<file path="config.mk">
export PLATFORM = sky130hd
export DESIGN_NAME = key_cnt_tx_ctrl_flat
export DESIGN_NICKNAME = d
export VERILOG_FILES = /design/src/rtl/key_cnt_pkg.sv /design/src/rtl/key_cnt_tx_ctrl_if.sv /design/src/rtl/key_cnt_tx_ctrl_cnt_updown.sv /design/src/rtl/key_cnt_tx_ctrl.sv /design/src/flat_wrapper.sv
export SDC_FILE = /design/constraint.sdc
export NUM_CORES = 1
export LEC_CHECK = 0
export ABC_AREA = 1
export CAP_MARGIN = 40
export CORE_ASPECT_RATIO = 1.4
export CORE_MARGIN = 1
export CORE_UTILIZATION = 63
export DETAILED_ROUTE_END_ITERATION = 7
export DONT_BUFFER_PORTS = 1
export PLACE_DENSITY = 0.86
export SLEW_MARGIN = 0
export SYNTH_ARGS = -nofsm -noshare
export SYNTH_HDL_FRONTEND = slang
export SYNTH_SLANG_ARGS = --single-unit
</file>
<file path="constraint.sdc">
create_clock -name Clk -period 2.6 [get_ports Clk]
set_input_delay 0.65 -clock Clk [delete_from_list [all_inputs] [get_ports Clk]]
set_output_delay 0.65 -clock Clk [all_outputs]
set_load 0.02 [all_outputs]
</file>
<file path="src/rtl/key_cnt_pkg.sv">
// Shared definitions for the key counter / UART frame controller slice:
// state encoding, frame defaults and the frame byte selector.
package key_cnt_pkg;

    localparam logic [1:0] ST_IDLE = 2'd0;
    localparam logic [1:0] ST_SEND = 2'd1;
    localparam logic [1:0] ST_WAIT = 2'd2;

    typedef enum logic [1:0] {
        IDLE = ST_IDLE,
        SEND = ST_SEND,
        WAIT = ST_WAIT
    } state_t;

    localparam logic [7:0] HEADER_DEF    = 8'hAA;
    localparam int         FRAME_LEN_DEF = 3;
    localparam int         IDX_W         = 2;

    // Byte order of a frame: header, snapshot value, header ^ value.
    function automatic logic [7:0] frame_byte(input logic [IDX_W-1:0] idx,
                                              input logic [7:0]       snap,
                                              input logic [7:0]       hdr);
        logic [7:0] b;
        case (idx)
            2'd0:    b = hdr;
            2'd1:    b = snap;
            2'd2:    b = hdr ^ snap;
            default: b = 8'h00;
        endcase
        return b;
    endfunction

endpackage

</file>
<file path="src/rtl/key_cnt_tx_ctrl_if.sv">
// Byte-level handshake between the frame controller and the UART byte transmitter.
interface key_cnt_tx_ctrl_if;
    logic       Send_En;
    logic [7:0] Data_Byte;
    logic       Tx_Done;

    modport master (output Send_En, output Data_Byte, input Tx_Done);
    modport slave  (input Send_En, input Data_Byte, output Tx_Done);
endinterface

</file>
<file path="src/rtl/key_cnt_tx_ctrl_cnt_updown.sv">
// Wrapping up/down counter; simultaneous inc and dec cancel out.
module cnt_updown #(
    parameter int W = 8
) (
    input  logic         clk,
    input  logic         rst_n,
    input  logic         inc,
    input  logic         dec,
    output logic [W-1:0] cnt,
    output logic         changed
);

    logic [W-1:0] cnt_r;

    assign changed = inc ^ dec;
    assign cnt     = cnt_r;

    // Counter register, wraps naturally in both directions.
    always_ff @(posedge clk or negedge rst_n) begin
        if (!rst_n) begin
            cnt_r <= '0;
        end else if (inc && !dec) begin
            cnt_r <= cnt_r + W'(1);
        end else if (dec && !inc) begin
            cnt_r <= cnt_r - W'(1);
        end else begin
            cnt_r <= cnt_r;
        end
    end

endmodule

</file>
<file path="src/rtl/key_cnt_tx_ctrl.sv">
// Key press counter that reports each new value as a 3-byte frame through
// the UART byte transmitter; changes during a frame merge into one follow-up.
module key_cnt_tx_ctrl
    import key_cnt_pkg::*;
#(
    parameter int         CNT_W     = 8,
    parameter logic [7:0] HEADER    = HEADER_DEF,
    parameter int         FRAME_LEN = FRAME_LEN_DEF
) (
    input  logic                 Clk,
    input  logic                 Rst_n,
    input  logic                 key1_flag,
    input  logic                 key2_flag,
    key_cnt_tx_ctrl_if.master    tx,
    output logic [CNT_W-1:0]     Cnt_Value,
    output logic                 Busy
);

    localparam logic [IDX_W-1:0] LAST_IDX = IDX_W'(FRAME_LEN - 1);

    state_t             state_r, state_s;
    logic [IDX_W-1:0]   idx_r, idx_s;
    logic [CNT_W-1:0]   snap_r, snap_s;
    logic [7:0]         data_r, data_s;
    logic               send_en_r, send_en_s;
    logic               pending_r, pending_s;
    logic               busy_r;
    logic               frame_start_s;
    logic               changed_s;
    logic [CNT_W-1:0]   cnt_s;

    cnt_updown #(.W(CNT_W)) u_cnt (
        .clk     (Clk),
        .rst_n   (Rst_n),
        .inc     (key1_flag),
        .dec     (key2_flag),
        .cnt     (cnt_s),
        .changed (changed_s)
    );

    // Next-state, byte selection and pending bookkeeping.
    always_comb begin
        state_s       = state_r;
        idx_s         = idx_r;
        snap_s        = snap_r;
        data_s        = data_r;
        send_en_s     = 1'b0;
        frame_start_s = 1'b0;
        case (state_r)
            IDLE: begin
                if (pending_r) begin
                    state_s       = SEND;
                    idx_s         = '0;
                    snap_s        = cnt_s;
                    data_s        = HEADER;
                    send_en_s     = 1'b1;
                    frame_start_s = 1'b1;
                end else begin
                    state_s = IDLE;
                end
            end
            SEND: state_s = WAIT;
            WAIT: begin
                if (tx.Tx_Done) begin
                    if (idx_r < LAST_IDX) begin
                        idx_s     = idx_r + IDX_W'(1);
                        data_s    = frame_byte(idx_r + IDX_W'(1), snap_r, HEADER);
                        send_en_s = 1'b1;
                        state_s   = SEND;
                    end else begin
                        state_s = IDLE;
                    end
                end else begin
                    state_s = WAIT;
                end
            end
            default: state_s = IDLE;
        endcase

        // A change in the same cycle as a frame start keeps the request alive.
        if (changed_s) begin
            pending_s = 1'b1;
        end else if (frame_start_s) begin
            pending_s = 1'b0;
        end else begin
            pending_s = pending_r;
        end
    end

    // State, snapshot and registered handshake outputs.
    always_ff @(posedge Clk or negedge Rst_n) begin
        if (!Rst_n) begin
            state_r   <= IDLE;
            idx_r     <= '0;
            snap_r    <= '0;
            data_r    <= 8'h00;
            send_en_r <= 1'b0;
            pending_r <= 1'b0;
            busy_r    <= 1'b0;
        end else begin
            state_r   <= state_s;
            idx_r     <= idx_s;
            snap_r    <= snap_s;
            data_r    <= data_s;
            send_en_r <= send_en_s;
            pending_r <= pending_s;
            busy_r    <= (state_s != IDLE);
        end
    end

    assign tx.Send_En   = send_en_r;
    assign tx.Data_Byte = data_r;
    assign Cnt_Value    = cnt_s;
    assign Busy         = busy_r;

endmodule

</file>
<file path="src/flat_wrapper.sv">
// flat-port wrapper written by rule: the top's interface ports become plain ports
module key_cnt_tx_ctrl_flat import key_cnt_pkg::*;
#(
    parameter int         CNT_W     = 8,
    parameter logic [7:0] HEADER    = HEADER_DEF,
    parameter int         FRAME_LEN = FRAME_LEN_DEF
)
  (Clk, Rst_n, key1_flag, key2_flag, Cnt_Value, Busy, tx_Send_En, tx_Data_Byte, tx_Tx_Done);
  key_cnt_tx_ctrl_if tx_i ();
  input  logic Clk;
  input  logic Rst_n;
  input  logic key1_flag;
  input  logic key2_flag;
  output logic [CNT_W-1:0] Cnt_Value;
  output logic Busy;
  output wire logic [$bits(tx_i.Send_En)-1:0] tx_Send_En;
  output wire logic [$bits(tx_i.Data_Byte)-1:0] tx_Data_Byte;
  input wire logic [$bits(tx_i.Tx_Done)-1:0] tx_Tx_Done;
  assign tx_Send_En = tx_i.Send_En;
  assign tx_Data_Byte = tx_i.Data_Byte;
  assign tx_i.Tx_Done = tx_Tx_Done;
  key_cnt_tx_ctrl #(.CNT_W(CNT_W), .HEADER(HEADER), .FRAME_LEN(FRAME_LEN)) u_core (.Clk(Clk), .Rst_n(Rst_n), .key1_flag(key1_flag), .key2_flag(key2_flag), .tx(tx_i), .Cnt_Value(Cnt_Value), .Busy(Busy));
endmodule
</file>
==> results_dict.tcl <==
set metrics [dict create \
    status "finished clean" \
    core-area_um2 2417 \
    yosysUniqueCellTypes 29 \
    hold_ws_ns 0.1186 \
    p_leak_nw 0.9157 \
    fin_crit_sh_pct 70.43 \
    cts_root_buf "clkbuf_4" \
    min_period_ns 1.831 \
    antenna_found_initial 0 \
    maxSlewViolCount 0 \
    ioPinCount 23 \
    initial_utilization_pct 67.18 \
    post_cts_buffers 0 \
    drcViolationCount 0 \
    cp.required_ns 2.84 \
    setup_tns_ns 0 \
    slowest_stage "ha_1" \
    cts_max_path_buffers 2 \
    die_w_um 44.91 \
    numClockSinks 31 \
    maxCapViolCount 0 \
    vias 1232 \
    cellPowerDensity_nw_per_um2 1397 \
    critPathLaunchType "input port" \
    seq_area_frac_synth_pct 47.77 \
    cp.arrival_ns 2.07 \
    hold_class "input port to asynchronous set/reset pin" \
    ys_ff_latch 31 \
    h-tree-depth 2 \
    endpoint_kind "register" \
    cp_max_fo 7 \
    final_cell_mix "nand2_1 (63), dfrtp_1 (31), inv_1 (25), o21ai_0 (14), ha_1 (11)" \
    nets 217 \
    drt-total-wl_mm 3.029 \
    postLayoutSetupSlackWorst_ns 0.7687 \
    gp_congestion 0.9029 \
    synth_nets 212 \
    rsz0062_at_grt "false" \
    overflow 0 \
    n_fill_cell 205 \
    hold_viol 0 \
    synthesis.area_um2 1624 \
    grt_max_degree 32 \
    detail-route-antenna-nets 0 \
    path_class "input port to register" \
    critPathMaxStageDelay_ns 0.37 \
    crit_chain "inv_1 -> ha_1 -> inv_1 -> ha_1 -> nand2_1 -> inv_1 -> a21oi_1 -> nand3_1 -> nand3_1 -> nand2_1" \
    row_count 21 \
    final_common_cell "nand2_1" \
    track_usage_pct 26.77 \
    relSlewSlack_pct 62.23 \
    dpl_worst_slack_ns 0.3988 \
    synthToLayoutAreaGrowth_pct 5.701 \
    cpMostUsedCell "inv_1" \
    viasPerCell 5.243 \
    insertion_delay_ns 0.34 \
    synth.yosys.warnings 0 \
    worst_ir_drop_vdd_uv 784.5 \
    grt_pass1_wl_mm 5.057 \
    fin_cells 235 \
    avgRoutedWirePerCell_um 12.89 \
    clk_pin_slew_ns 0.09 \
    die_h_um 62.08 \
    grt_pass1_vias 1181 \
    avgSynthCellArea_um2 8.329 \
    drtIter0Drc 20 \
    setup_viol 0 \
    hpwlAfterDp_mm 2.293 \
    tightest_slew_ns 0.5607 \
    synth_edf_count 0 \
    cts_made_buffers 5 \
    syn_inst 195 \
    cts_tree "yes" \
    synthFlopType "dfrtp_1" \
    drtPass1Iterations 4 \
    drive_above_1_share_pct 7.463 \
    fin_skew_ns 0.005351 \
    max_freq_ghz 0.5461 \
    dieArea_um2 2788 \
    fin_util_pct 71.01 \
    diodes 0 \
    dp.cells 226 \
    async_reset_ff_share_pct 100.0 \
    port_buffers 0 \
]
## registers in the layout, indices dropped and copies added (netlist names)
| signal | flops |
|---|---|
| u_core.Busy | 1 |
| u_core.idx_r | 2 |
| u_core.pending_r | 1 |
| u_core.snap_r | 8 |
| u_core.state_r | 2 |
| u_core.tx.Data_Byte | 8 |
| u_core.tx.Send_En | 1 |
| u_core.u_cnt.cnt | 8 |
## metal layers
| layer | vias to the layer above | GRT usage, % | part of all wire [%] |
|---|---|---|---|
| li1 | 631 | - | - |
| met1 | 558 | 25.89 | 38 |
| met2 | 33 | 48.11 | 53 |
| met3 | 10 | 8.382 | 4.2 |
| met4 | 0 | 18.18 | 4.2 |
| met5 | - | 0 | 0 |
## kinds of logic after synthesis
| logic type | Yosys count | share of synthesized area, % |
|---|---|---|
| flip-flops | 31 | 47.77 |
| buffers and inverters | 30 | 7.627 |
| adder cells (fa/ha/maj) | 12 | 9.707 |
| AND/OR/NAND/NOR | 91 | 24.11 |
| AO/OA/AOI/OAI | 28 | 9.168 |
| XOR/XNOR | 3 | 1.618 |
## area by class of cell
type	count	area [um^2]	share of cell area, %
flip-flops and latches	31	775.7	45.19
clock buffers	7	45.04	2.624
inverters	27	103.9	6.050
multi-input cells	134	724.4	42.20
clock inverters	1	5.005	0.2915
repair buffers	1	20.02	1.166
well taps	34	42.54	2.478
## power by group
group | internal, mW | leakage [nW] | switching, mW
Sequential | 0.716 | 0.380 | 0.368
Combinational | 0.382 | 0.507 | 0.665
Clock | 0.105 | 0.0293 | 0.161
## per-stage QoR
step / instance area, um^2 / power (mW)
after floorplan: 1624 / 1.905
after global placement: 1647 / 2.048
after detailed placement: 1647 / 2.126
after CTS: 1717 / 2.409
after global routing: 1717 / 2.640
final: 1717 / 2.398
## synth_stat cells, types with 2 or more instances
library cell,n,share of area [%]
nand2_1,63,15
a21oi_1,7,2.2
dfrtp_1,31,48
nand3_1,10,3.1
nor2_1,9,2.1
xor2_1,2,1.1
o21ai_0,14,4.3
nand3b_1,2,0.92
ha_1,11,8.5
o21ai_1,3,0.92
inv_1,25,5.8
## worst max-delay path, delay by kind of cell
kind                       cells  cell delay (ns)
AOI/OAI and AO/OA              1             0.21
adders and majority gates      2             0.59
buffers and inverters          3             0.24
and+or+nand+nor                4             0.38
## final timing paths
check	startpoint	end	slack (ns)	depth (start not counted)
setup reg to reg	u_core.u_cnt.cnt[0]$_DFFE_PN0P_	u_core.u_cnt.cnt[6]$_DFFE_PN0P_	0.89	8
max in group asynchronous	Rst_n	u_core.snap_r[2]$_DFFE_PN0P_	2.32	1
setup / recovery	key2_flag	u_core.u_cnt.cnt[7]$_DFFE_PN0P_	0.77	10
min in group Clk	tx_Tx_Done	u_core.state_r[0]$_DFF_PN0_	0.49	2
hold / removal	Rst_n	u_core.snap_r[3]$_DFFE_PN0P_	0.12	1
hold reg to reg	u_core.snap_r[4]$_DFFE_PN0P_	u_core.snap_r[4]$_DFFE_PN0P_	0.50	2
## timing repair
action | 4_1_cts | 5_1_grt
endpoints found under the setup margin | 0 | 0
hold buffers | 1 | 0
resized for setup | 0 | 0
hold endpoints to repair | 31 | 0
No activity file was read; power rests on OpenSTA's default activity.
